## src/rtl/cache_pkg.sv

```systemverilog
// Shared constants and types for the direct-mapped write-back cache.
package cache_pkg;

    localparam int CACHE_LINES   = 16;
    localparam int CACHE_LATENCY = 4;
    localparam int CACHE_WIDTH   = 128;
    localparam int CACHE_ADDR    = 32;

    // Controller states; the encoding is visible on the debug port.
    typedef enum logic [1:0] {
        CACHE_IDLE = 2'd0,
        CACHE_WB   = 2'd1,
        CACHE_FILL = 2'd2,
        CACHE_UNC  = 2'd3
    } cache_state_e;

endpackage

```

## src/rtl/cache_if.sv

```systemverilog
// CPU-side and memory-side bus of the cache.
//
// CPU handshake: a request is memread and/or memwrite with addr/wdata. While
// stall is high the requester must hold addr, wdata, memread and memwrite
// unchanged; the request completes on the rising edge at which stall is low
// (rdata is valid in that cycle for loads). Memory side has no handshake:
// mem_read/mem_write are held for as many cycles as the memory needs and
// mem_rdata is valid combinationally while mem_read is high.
interface cache_if
    import cache_pkg::*;
#(
    parameter int ADDR  = CACHE_ADDR,
    parameter int WIDTH = CACHE_WIDTH
);
    logic [ADDR-1:0]  addr;
    logic [31:0]      wdata;
    logic             memread;
    logic             memwrite;
    logic [31:0]      rdata;
    logic             stall;
    logic [ADDR-1:0]  mem_addr;
    logic [WIDTH-1:0] mem_wdata;
    logic             mem_read;
    logic             mem_write;
    logic [WIDTH-1:0] mem_rdata;

    // Requester and memory model side (testbench / pipeline + memory).
    modport master (
        output addr, wdata, memread, memwrite, mem_rdata,
        input  rdata, stall, mem_addr, mem_wdata, mem_read, mem_write
    );

    // Cache side.
    modport slave (
        input  addr, wdata, memread, memwrite, mem_rdata,
        output rdata, stall, mem_addr, mem_wdata, mem_read, mem_write
    );
endinterface

```

## src/rtl/cache_store.sv

```systemverilog
// Valid/dirty/tag/data arrays: combinational read, synchronous word write and line fill.
module cache_store
    import cache_pkg::*;
#(
    parameter int WIDTH = CACHE_WIDTH,
    parameter int LINES = CACHE_LINES,
    parameter int TAGW  = 24,
    parameter int IB    = 4,
    parameter int WB    = 2
) (
    input  logic             clk,
    input  logic             reset,
    input  logic [IB-1:0]    idx,
    output logic             rd_valid,
    output logic             rd_dirty,
    output logic [TAGW-1:0]  rd_tag,
    output logic [WIDTH-1:0] rd_line,
    input  logic             wr_en,
    input  logic [WB-1:0]    wr_word,
    input  logic [31:0]      wr_data,
    input  logic             fill_en,
    input  logic [TAGW-1:0]  fill_tag,
    input  logic [WIDTH-1:0] fill_line
);
    logic [LINES-1:0] valid_q;
    logic [LINES-1:0] dirty_q;
    logic [TAGW-1:0]  tag_q  [LINES];
    logic [WIDTH-1:0] data_q [LINES];

    // Combinational lookup of the addressed line.
    always_comb begin
        rd_valid = valid_q[idx];
        rd_dirty = dirty_q[idx];
        rd_tag   = tag_q[idx];
        rd_line  = data_q[idx];
    end

    // Status bits: cleared on reset, set by fill (clean) or store (dirty).
    always_ff @(posedge clk) begin
        if (reset) begin
            valid_q <= '0;
            dirty_q <= '0;
        end else if (fill_en) begin
            valid_q[idx] <= 1'b1;
            dirty_q[idx] <= 1'b0;
        end else if (wr_en) begin
            dirty_q[idx] <= 1'b1;
        end
    end

    // Tag and data arrays are not reset; a fill replaces the whole line.
    always_ff @(posedge clk) begin
        if (fill_en) begin
            tag_q[idx]  <= fill_tag;
            data_q[idx] <= fill_line;
        end else if (wr_en) begin
            data_q[idx][32*wr_word +: 32] <= wr_data;
        end
    end

endmodule

```

## src/rtl/cache.sv

```systemverilog
// Direct-mapped write-back write-allocate cache with an uncached top line.
module cache
    import cache_pkg::*;
#(
    parameter int WIDTH        = CACHE_WIDTH,
    parameter int MEMORY_WIDTH = WIDTH,
    parameter int LINES        = CACHE_LINES,
    parameter int ADDR         = CACHE_ADDR,
    parameter int LATENCY      = CACHE_LATENCY
) (
    input  logic         clk,
    input  logic         reset,
    cache_if.slave       bus,
    output cache_state_e state_dbg
);
    localparam int OB   = $clog2(WIDTH / 8);
    localparam int IB   = $clog2(LINES);
    localparam int TAGW = ADDR - OB - IB;
    localparam int WB   = OB - 2;
    localparam int CW   = $clog2(LATENCY + 1);

    cache_state_e state_q, state_d;
    logic [CW-1:0] cnt_q, cnt_d;

    logic [IB-1:0]    idx;
    logic [TAGW-1:0]  tag_in;
    logic [WB-1:0]    word;
    logic             uncached;
    logic             req;
    logic             hit;
    logic             cnt_last;
    logic [1:0]       unused_addr_bits;

    logic             rd_valid;
    logic             rd_dirty;
    logic [TAGW-1:0]  rd_tag;
    logic [WIDTH-1:0] rd_line;
    logic             wr_en;
    logic             fill_en;

    logic [31:0]      rdata;
    logic             stall;
    logic [ADDR-1:0]  mem_addr;
    logic [WIDTH-1:0] mem_wdata;
    logic             mem_read;
    logic             mem_write;

    assign idx              = bus.addr[OB+IB-1:OB];
    assign tag_in           = bus.addr[ADDR-1:OB+IB];
    assign word             = bus.addr[OB-1:2];
    assign uncached         = &bus.addr[ADDR-1:OB];
    assign req              = bus.memread | bus.memwrite;
    assign hit              = rd_valid && (rd_tag == tag_in);
    assign cnt_last         = (cnt_q == CW'(LATENCY - 1));
    assign unused_addr_bits = bus.addr[1:0];

    cache_store #(
        .WIDTH (WIDTH),
        .LINES (LINES),
        .TAGW  (TAGW),
        .IB    (IB),
        .WB    (WB)
    ) u_store (
        .clk       (clk),
        .reset     (reset),
        .idx       (idx),
        .rd_valid  (rd_valid),
        .rd_dirty  (rd_dirty),
        .rd_tag    (rd_tag),
        .rd_line   (rd_line),
        .wr_en     (wr_en),
        .wr_word   (word),
        .wr_data   (bus.wdata),
        .fill_en   (fill_en),
        .fill_tag  (tag_in),
        .fill_line (bus.mem_rdata)
    );

    // State and transfer-cycle counter; reset aborts any transfer in flight.
    always_ff @(posedge clk) begin
        if (reset) begin
            state_q <= CACHE_IDLE;
            cnt_q   <= '0;
        end else begin
            state_q <= state_d;
            cnt_q   <= cnt_d;
        end
    end

    // Next state, stall, memory strobes and CPU data; everything idles during reset.
    always_comb begin
        state_d   = state_q;
        cnt_d     = cnt_q;
        stall     = 1'b0;
        rdata     = '0;
        mem_addr  = '0;
        mem_wdata = '0;
        mem_read  = 1'b0;
        mem_write = 1'b0;
        wr_en     = 1'b0;
        fill_en   = 1'b0;
        if (!reset) begin
            case (state_q)
                CACHE_IDLE: begin
                    if (req) begin
                        if (uncached) begin
                            stall   = 1'b1;
                            state_d = CACHE_UNC;
                        end else if (hit) begin
                            // Store wins when both strobes are high; rdata shows the old word.
                            if (bus.memread) rdata = rd_line[32*word +: 32];
                            if (bus.memwrite) wr_en = 1'b1;
                        end else begin
                            stall   = 1'b1;
                            cnt_d   = '0;
                            state_d = (rd_valid && rd_dirty) ? CACHE_WB : CACHE_FILL;
                        end
                    end
                end
                CACHE_WB: begin
                    stall     = 1'b1;
                    mem_write = 1'b1;
                    mem_addr  = {rd_tag, idx, {OB{1'b0}}};
                    mem_wdata = rd_line;
                    if (cnt_last) begin
                        cnt_d   = '0;
                        state_d = CACHE_FILL;
                    end else begin
                        cnt_d = cnt_q + 1'b1;
                    end
                end
                CACHE_FILL: begin
                    stall    = 1'b1;
                    mem_read = 1'b1;
                    mem_addr = {tag_in, idx, {OB{1'b0}}};
                    if (cnt_last) begin
                        fill_en = 1'b1;
                        cnt_d   = '0;
                        state_d = CACHE_IDLE;
                    end else begin
                        cnt_d = cnt_q + 1'b1;
                    end
                end
                CACHE_UNC: begin
                    if (bus.memwrite) begin
                        mem_write = 1'b1;
                        mem_addr  = bus.addr;
                        mem_wdata = {{(MEMORY_WIDTH-32){1'b0}}, bus.wdata};
                    end else if (bus.memread) begin
                        mem_read = 1'b1;
                        mem_addr = bus.addr;
                        rdata    = bus.mem_rdata[31:0];
                    end
                    state_d = CACHE_IDLE;
                end
                default: state_d = CACHE_IDLE;
            endcase
        end
    end

    assign bus.rdata     = rdata;
    assign bus.stall     = stall;
    assign bus.mem_addr  = mem_addr;
    assign bus.mem_wdata = mem_wdata;
    assign bus.mem_read  = mem_read;
    assign bus.mem_write = mem_write;
    assign state_dbg     = state_q;

endmodule

```

## src/flat_wrapper.sv

```systemverilog
// flat-port wrapper written by rule: the top's interface ports become plain ports
module cache_flat import cache_pkg::*;
#(
    parameter int WIDTH        = CACHE_WIDTH,
    parameter int MEMORY_WIDTH = WIDTH,
    parameter int LINES        = CACHE_LINES,
    parameter int ADDR         = CACHE_ADDR,
    parameter int LATENCY      = CACHE_LATENCY
)
  (clk, reset, state_dbg, bus_addr, bus_wdata, bus_memread, bus_memwrite, bus_mem_rdata, bus_rdata, bus_stall, bus_mem_addr, bus_mem_wdata, bus_mem_read, bus_mem_write);
  cache_if #(.ADDR(ADDR), .WIDTH(WIDTH)) bus_i ();
  input  logic clk;
  input  logic reset;
  output cache_state_e state_dbg;
  input wire logic [$bits(bus_i.addr)-1:0] bus_addr;
  input wire logic [$bits(bus_i.wdata)-1:0] bus_wdata;
  input wire logic [$bits(bus_i.memread)-1:0] bus_memread;
  input wire logic [$bits(bus_i.memwrite)-1:0] bus_memwrite;
  input wire logic [$bits(bus_i.mem_rdata)-1:0] bus_mem_rdata;
  output wire logic [$bits(bus_i.rdata)-1:0] bus_rdata;
  output wire logic [$bits(bus_i.stall)-1:0] bus_stall;
  output wire logic [$bits(bus_i.mem_addr)-1:0] bus_mem_addr;
  output wire logic [$bits(bus_i.mem_wdata)-1:0] bus_mem_wdata;
  output wire logic [$bits(bus_i.mem_read)-1:0] bus_mem_read;
  output wire logic [$bits(bus_i.mem_write)-1:0] bus_mem_write;
  assign bus_i.addr = bus_addr;
  assign bus_i.wdata = bus_wdata;
  assign bus_i.memread = bus_memread;
  assign bus_i.memwrite = bus_memwrite;
  assign bus_i.mem_rdata = bus_mem_rdata;
  assign bus_rdata = bus_i.rdata;
  assign bus_stall = bus_i.stall;
  assign bus_mem_addr = bus_i.mem_addr;
  assign bus_mem_wdata = bus_i.mem_wdata;
  assign bus_mem_read = bus_i.mem_read;
  assign bus_mem_write = bus_i.mem_write;
  cache #(.WIDTH(WIDTH), .MEMORY_WIDTH(MEMORY_WIDTH), .LINES(LINES), .ADDR(ADDR), .LATENCY(LATENCY)) u_core (.clk(clk), .reset(reset), .bus(bus_i), .state_dbg(state_dbg));
endmodule
```

## config.mk

```make
export PLATFORM = sky130hd
export DESIGN_NAME = cache_flat
export DESIGN_NICKNAME = d
export VERILOG_FILES = /design/src/rtl/cache_pkg.sv /design/src/rtl/cache_if.sv /design/src/rtl/cache_store.sv /design/src/rtl/cache.sv /design/src/flat_wrapper.sv
export SDC_FILE = /design/constraint.sdc
export NUM_CORES = 2
export LEC_CHECK = 0
export ABC_AREA = 1
export BUFFER_PORTS_ARGS = -buffer_cell sky130_fd_sc_hd__buf_4
export CORE_AREA = 2 2 335 669
export DETAILED_ROUTE_END_ITERATION = 7
export DIE_AREA = 0 0 337 671
export GPL_TIMING_DRIVEN = 0
export PLACE_DENSITY = 0.57
export SLEW_MARGIN = 5
export SYNTH_ARGS = -nofsm -noshare
export SYNTH_HDL_FRONTEND = slang
export SYNTH_SLANG_ARGS = --single-unit
```

## constraint.sdc

```tcl
create_clock -name clk -period 13.1 [get_ports clk]
set_clock_uncertainty 0.05 [all_clocks]
set_input_delay 0.655 -clock clk [delete_from_list [all_inputs] [get_ports clk]]
set_output_delay 0.655 -clock clk [all_outputs]
set_load 0.005 [all_outputs]
```

# == After elaboration in Yosys (flattened, before gate mapping) ==
# Memory sizes are Yosys's and may differ from the RTL's.
# Index checks and enable logic that the tools add are counted.
# word_totals
input_bits,196
ramBits,2432
output_inout_bits,197
rom_bits,0
regBits,37
latchBits,0
mem_count,2
# op_classes
muxes,188
reduce_logical,10
div_mod_pow,0
n_addsub,2
bitwise,133
eq_ne,11
order_cmp,2
mul,0
shift,3
# mem_list
memory,words,width,rd,rd_clocked_by_memory_dff,write_ports,line,source
u_core.u_store.data_q,16,128,1,0,1,cache_store.sv:28,logic [WIDTH-1:0] data_q [LINES];
u_core.u_store.tag_q,16,24,1,0,1,cache_store.sv:27,logic [TAGW-1:0] tag_q [LINES];
# op_table
operator,count
$mux W32,11
$mux W128,2
$pmux W128 S2,1
$mux W1,152
$or A1 B1 Y1,129
$shift A32 B34 Y128 const A,1
$shiftx A128 B8 Y32,1
$shiftx A32 B34 Y128,1
$pmux W32 S3,1
$pmux W32 S2,1
$neg A7 Y34,1
$mux W16,2
$or A16 B16 Y16,2
$reduce_and A28 Y1,1
$eq A24 B24 Y1,1
$and A16 B16 Y16,1
$not A16 Y16,1
$mux W2,6
$mux W3,4
$bmux W1 S4,2
$pmux W2 S4,1
$reduce_and A4 Y1,2
$ne A2 B1 Y1 const B,3
$pmux W1 S2,3
other kinds (14),19

# == Longest topological paths before layout ==
# logic_depth
word_depth,12
depth_mapped,25
ltp_nobuf,20

# == By module ==
# From an unflattened synthesis, not the netlist that was laid out.
# hier_totals
cells_unflattened,11551
area_unflattened_um2,109727.7
# modules_own_cells
mod,area_each_um2,seq_area_each_um2,instances,cells_per_inst
cache_store,105097.0,73670.7,1,10598
cache,4630.7,100.1,1,953

# == Worst setup path before layout ==
# OpenSTA, ideal clock, no wires.
# synth_path
path_kind,input-to-reg
start,in bus_addr[5]
end,"mem u_core.u_store.data_q[13][0] (netlist name), enable pin"
arrival_ps,4335
cell_stages,20
slack_ps,8283
setup_ps,432
required_ps,12618
path_cell_list,buf_4 -> inv_4 -> buf_4 -> clkbuf_1 -> nand2_1 -> nand2_1 -> nand2_1 -> nand4_1 -> nand2_1 -> nand2_1 -> nand2_1 -> nor2_1 -> nand3_1 -> inv_1 -> nand3_2 -> nor2_2 -> nand3_1 -> buf_2 -> buf_2 -> a21oi_1
# synth_via
elab_chain_cells,12
# synth_rtl
element,line,source
start: declaration,flat_wrapper.sv:15,input wire logic [$bits(bus_i.addr)-1:0] bus_addr;
$mem_v2 Z16 W24 / $bmux W1 S4 (equally long branches),--,
$eq A24 B24 Y1 / $mux W1 (equally long branches),"cache.sv:53, cache_store.sv:32",
$logic_and A1 B1 Y1,cache.sv:53,assign hit = rd_valid && (rd_tag == tag_in);
$mux W1,cache.sv:109,end else if (hit) begin
$mux W1,cache.sv:106,if (uncached) begin
$mux W1,cache.sv:105,if (req) begin
$mux W1,cache.sv:103,case (state_q)
$mux W1,cache.sv:102,if (!reset) begin
$mux W1,cache_store.sv:56,end else if (wr_en) begin
$mux W1,cache_store.sv:53,if (fill_en) begin
$mux W128 (implied by the code),cache_store.sv:57,data_q[idx][32*wr_word +: 32] <= wr_data;
$or A1 B1 Y1 (no line),--,
end: declaration,cache_store.sv:28,
# Several ways; a longest one is shown, not always the timed one. The select of a mux whose other input is x is not followed.

# == Worst setup path in the final report ==
# layout_path
start,in bus_addr[5]
end,out bus_rdata[0]
# layout_via
elab_chain_cells,8
# layout_rtl
element,line,source
"$mem_v2 Z16 W128, or another cell as far along",--,
"$shiftx A128 B8 Y32, or another cell as far along",cache.sv:111,if (bus.memread) rdata = rd_line[32*word +: 32];
$mux W32 / $logic_and A1 B1 Y1 (equally long branches),"cache.sv:111, cache.sv:53",
$mux W32,cache.sv:109,
$mux W32 (*),cache.sv:106,
$mux W32 (*),cache.sv:105,
$pmux W32 S2 (*),cache.sv:103,
$mux W32 (*),cache.sv:102,
end: declaration,flat_wrapper.sv:20,output wire logic [$bits(bus_i.rdata)-1:0] bus_rdata;
# Every way passes the cells marked *; elsewhere a longest branch is shown, timed or not. The select of a mux whose other input is x is not followed.

==> results by group <==
Worst hold path
  • Hold Crit Class: primary input to flip-flop
  • Hold path start: bus_addr[9]
  • End of the worst hold path: u_core.u_store.tag_q[3][1]
  • Hold Path Depth: 1

Layout
  • FILL cells: 18730
  • Fin nets: 8585
  • Area Overhead vs Synth: 17.75%
  • Commonest non-fill, non-tap cell in the layout: edfxtp_1
  • Post-route cell area: 116600 um^2
  • Most frequent cells in the layout: edfxtp_1, nand2_1, a22oi_1, buf_4, a21oi_1
  • Fraction of layout cells with a size suffix above 1: 0.1286

Logic synthesis
  • Mapped Nets: 7801
  • Cell variety after synth: 32
  • Yosys reg bits: 2469
  • Synthesized netlist cell count: 7595
  • Post-Synthesis Mean Instance Area: 13.03 um^2
  • Synth Warn #: 0
  • Syn Std Cell Area: 98990 um^2
  • Register area share after synthesis: 0.7452

Critical path
  • Crit Path Class: primary input to primary output
  • Worst R2R Path Depth: 18
  • Slowest CP cell: clkbuf_1
  • CP arrival: 6.31 ns
  • Cell chain of the critical path: buf_4, inv_4, nor2_2, clkbuf_1, clkbuf_1, clkbuf_1, a22oi_1, a21oi_1, nor4_2, buf_4, nand2_1, o211ai_1, nand2_1, nand3_1, a21oi_1, buf_4
  • Slowest Stage Delay on Critical Path: 1.05 ns
  • Worst reg-to-reg setup slack: 7.39 ns
  • R2r startpoint: u_core.u_store.tag_q[5][6]
  • Reg2reg end: u_core.u_store.data_q[10][38]
  • Crit-path max FO: 10
  • Critical Path RT: 12.40 ns
  • CP Capture Type: primary output
  • Startpoint Class: primary input

STA
  • Final hold violation count: 0
  • RSZ-0062 raised after global routing: no
  • Final min period: 7.014 ns
  • Sum Neg Setup Slack: 0 ns
  • Final setup fails: 0
  • Pins Over Slew Limit: 6
  • Worst-margin pin slew: 1.543 ns
  • Fin crit share: 0.5354
  • Relative slew slack: -0.03793
  • Max Fclk: 142.6 MHz

Global routing
  • Met2 Track Usage GR: 0.5718
  • Global-route wire length before repair: 544100 um
  • Number of global-route vias before repair: 68750
  • GRT Residual Overflow: 0
  • Largest net degree at the start of global routing: 23
  • GR Util All Layers: 0.3499
  • Initial antenna violation count: 37
  • M1 GR Usage: 0.4038
  • GRT met3 Usage: 0.08604
  • GR peak layer: met2

Run status
  • Violated checks: capacitance limit, slew limit
  • Outcome: complete, but fails checks

Power and ir drop
  • Power per Cell Area: 141.9 nW/um^2
  • Max VDD drop: 0.1199 mV
  • Tot Pwr: 16.53 mW
  • Leakage: 40.11 nW

Clock tree
  • Clk_lat worst skew: 0.89 ns
  • CTS tree: done
  • H-Tree Depth: 4
  • Clock Path Buffers: 4
  • Total CTS buffers: 213
  • Post-CTS Setup Bufs: 0
  • Clock root buffer: clkbuf_16
  • Cts hold-fix bufs: 0
  • Clk pin slew, worst setup/hold paths: 0.07 ns
  • # clock sinks: 2469
  • Post-cts resize count: 0

Route
  • # DRC: 0
  • Initial DRC Count: 9751
  • Final ANT Viol Nets: 0
  • Vias per cell: 6.244
  • DRT Pass-1 Iters: 6
  • Wire per inst: 34.96 um
  • Total wire length: 402500 um
  • Vias: 71890

Floorplan
  • Row cnt: 244
  • Die X: 337 um
  • Die ar.: 226100 um^2
  • IO Pins: 393
  • Die height: 671 um
  • Core ar.: 220700 um^2
  • Initial Utilization: 0.4485

Job
  • Max_cap viols: 3

Place
  • PortBufs: 389
  • Placed Area: 110000 um^2
  • Placer's final routability congestion estimate: 1.056
  • DP HPWL: 293800 um
## cell families (layout without fill, tap and decap cells)
family / after synthesis / after routing / synth area share
DFF: 2469 / 2469 / 0.7452
and+or+nand+nor: 2608 / 2608 / 0.1078
buffers and inverters: 826 / 1763 / 0.03267
adders and majority gates: 10 / 10 / 0.001264
AOI/OAI and AO/OA: 1682 / 1682 / 0.1130
other: 0 / 30 / 0
## worst max-delay path, delay by kind of cell
| kind | cells | cell delay, ns |
|---|---|---|
| buffers and inverters | 7 | 3.35 |
| AND/OR/NAND/NOR | 5 | 0.75 |
| AO/OA/AOI/OAI | 4 | 1.52 |
## cells in the mapped netlist
library cell,n,area [um^2]
nand3_2,1,10.01
clkbuf_2,4,20.02
clkinv_1,3,11.26
nand2_1,1871,7023
buf_2,66,330.3
buf_6,2,22.52
nand2_2,1,6.260
inv_2,5,18.77
a41oi_1,1,8.760
nor4_1,102,638.1
ha_1,10,125.1
nor4b_1,1,8.760
buf_4,7,52.55
o21ai_0,43,215.2
dfxtp_1,37,740.7
o22ai_1,12,75.07
edfxtp_1,2432,73030
buf_1,49,183.9
a21oi_1,518,2592
nand3_1,103,515.5
nand4_1,179,1120
o211ai_1,32,240.2
o21ai_1,8,40.04
inv_1,303,1137
nor3_4,1,16.27
nor2_2,3,18.77
nor3_1,5,25.02
nand3b_1,2,15.01
inv_4,2,12.51
a22oi_1,1068,8018
clkbuf_1,385,1445
nor2_1,339,1272
## cell type report
type	instances	area, um^2	area share
clock inverter	108	943.4	0.008094
antenna	30	75.07	0.0006441
inverter	313	1180	0.01012
clock buffer	260	5528	0.04742
tap	2952	3694	0.03169
timing repair buffer	569	6073	0.05210
buffer	513	2079	0.01784
sequential	2469	73770	0.6329
multi-input combinational	4300	23220	0.1992
## where the power goes
group / total, mW / switching (mW) / internal, mW
sequential: 8.69 / 0.00741 / 8.68
clock: 6.19 / 2.88 / 3.30
combinational: 1.66 / 1.26 / 0.398
total: 16.5 / 4.16 / 12.4
## registers in the layout (all words and copies together), names as in the netlist, named ones only
register / flops
u_core.u_store.tag_q: 384
u_core.u_store.valid_q: 16
u_core.cnt_q: 3
u_core.u_store.data_q: 2048
u_core.state_dbg: 2
## worst max-delay path by stage
stage / startpoint / endpoint
2_1_floorplan: bus_addr[5] / u_core.u_store.data_q[13][0]
3_3_place_gp: bus_addr[5] / u_core.u_store.data_q[10][124]
3_5_place_dp: bus_addr[5] / u_core.u_store.data_q[14][34]
4_1_cts: bus_addr[5] / bus_rdata[0]
5_1_grt: bus_addr[5] / bus_rdata[0]
6_report: bus_addr[5] / bus_rdata[0]
## layer usage
| metal | routed length (um) | vias up |
|---|---|---|
| li1 | - | 29810 |
| met1 | 135200 | 36060 |
| met2 | 192000 | 4864 |
| met3 | 42500 | 1140 |
| met4 | 32720 | 18 |
| met5 | 154 | - |
## per-stage QoR
stage               worst slack (ns)  instances    util  hold slack (ns)
finish                         6.086      11510  0.5281           0.1059
global placement               3.030      10940  0.4784           0.3912
CTS                            6.403      11480  0.5276          0.05086
floorplan                      8.283       7595       -           0.3775
detailed placement             5.962      11110  0.4982           0.3964
global route                   6.314      11490  0.5278          0.08317
Note: power is estimated with default switching activity, not from simulation.
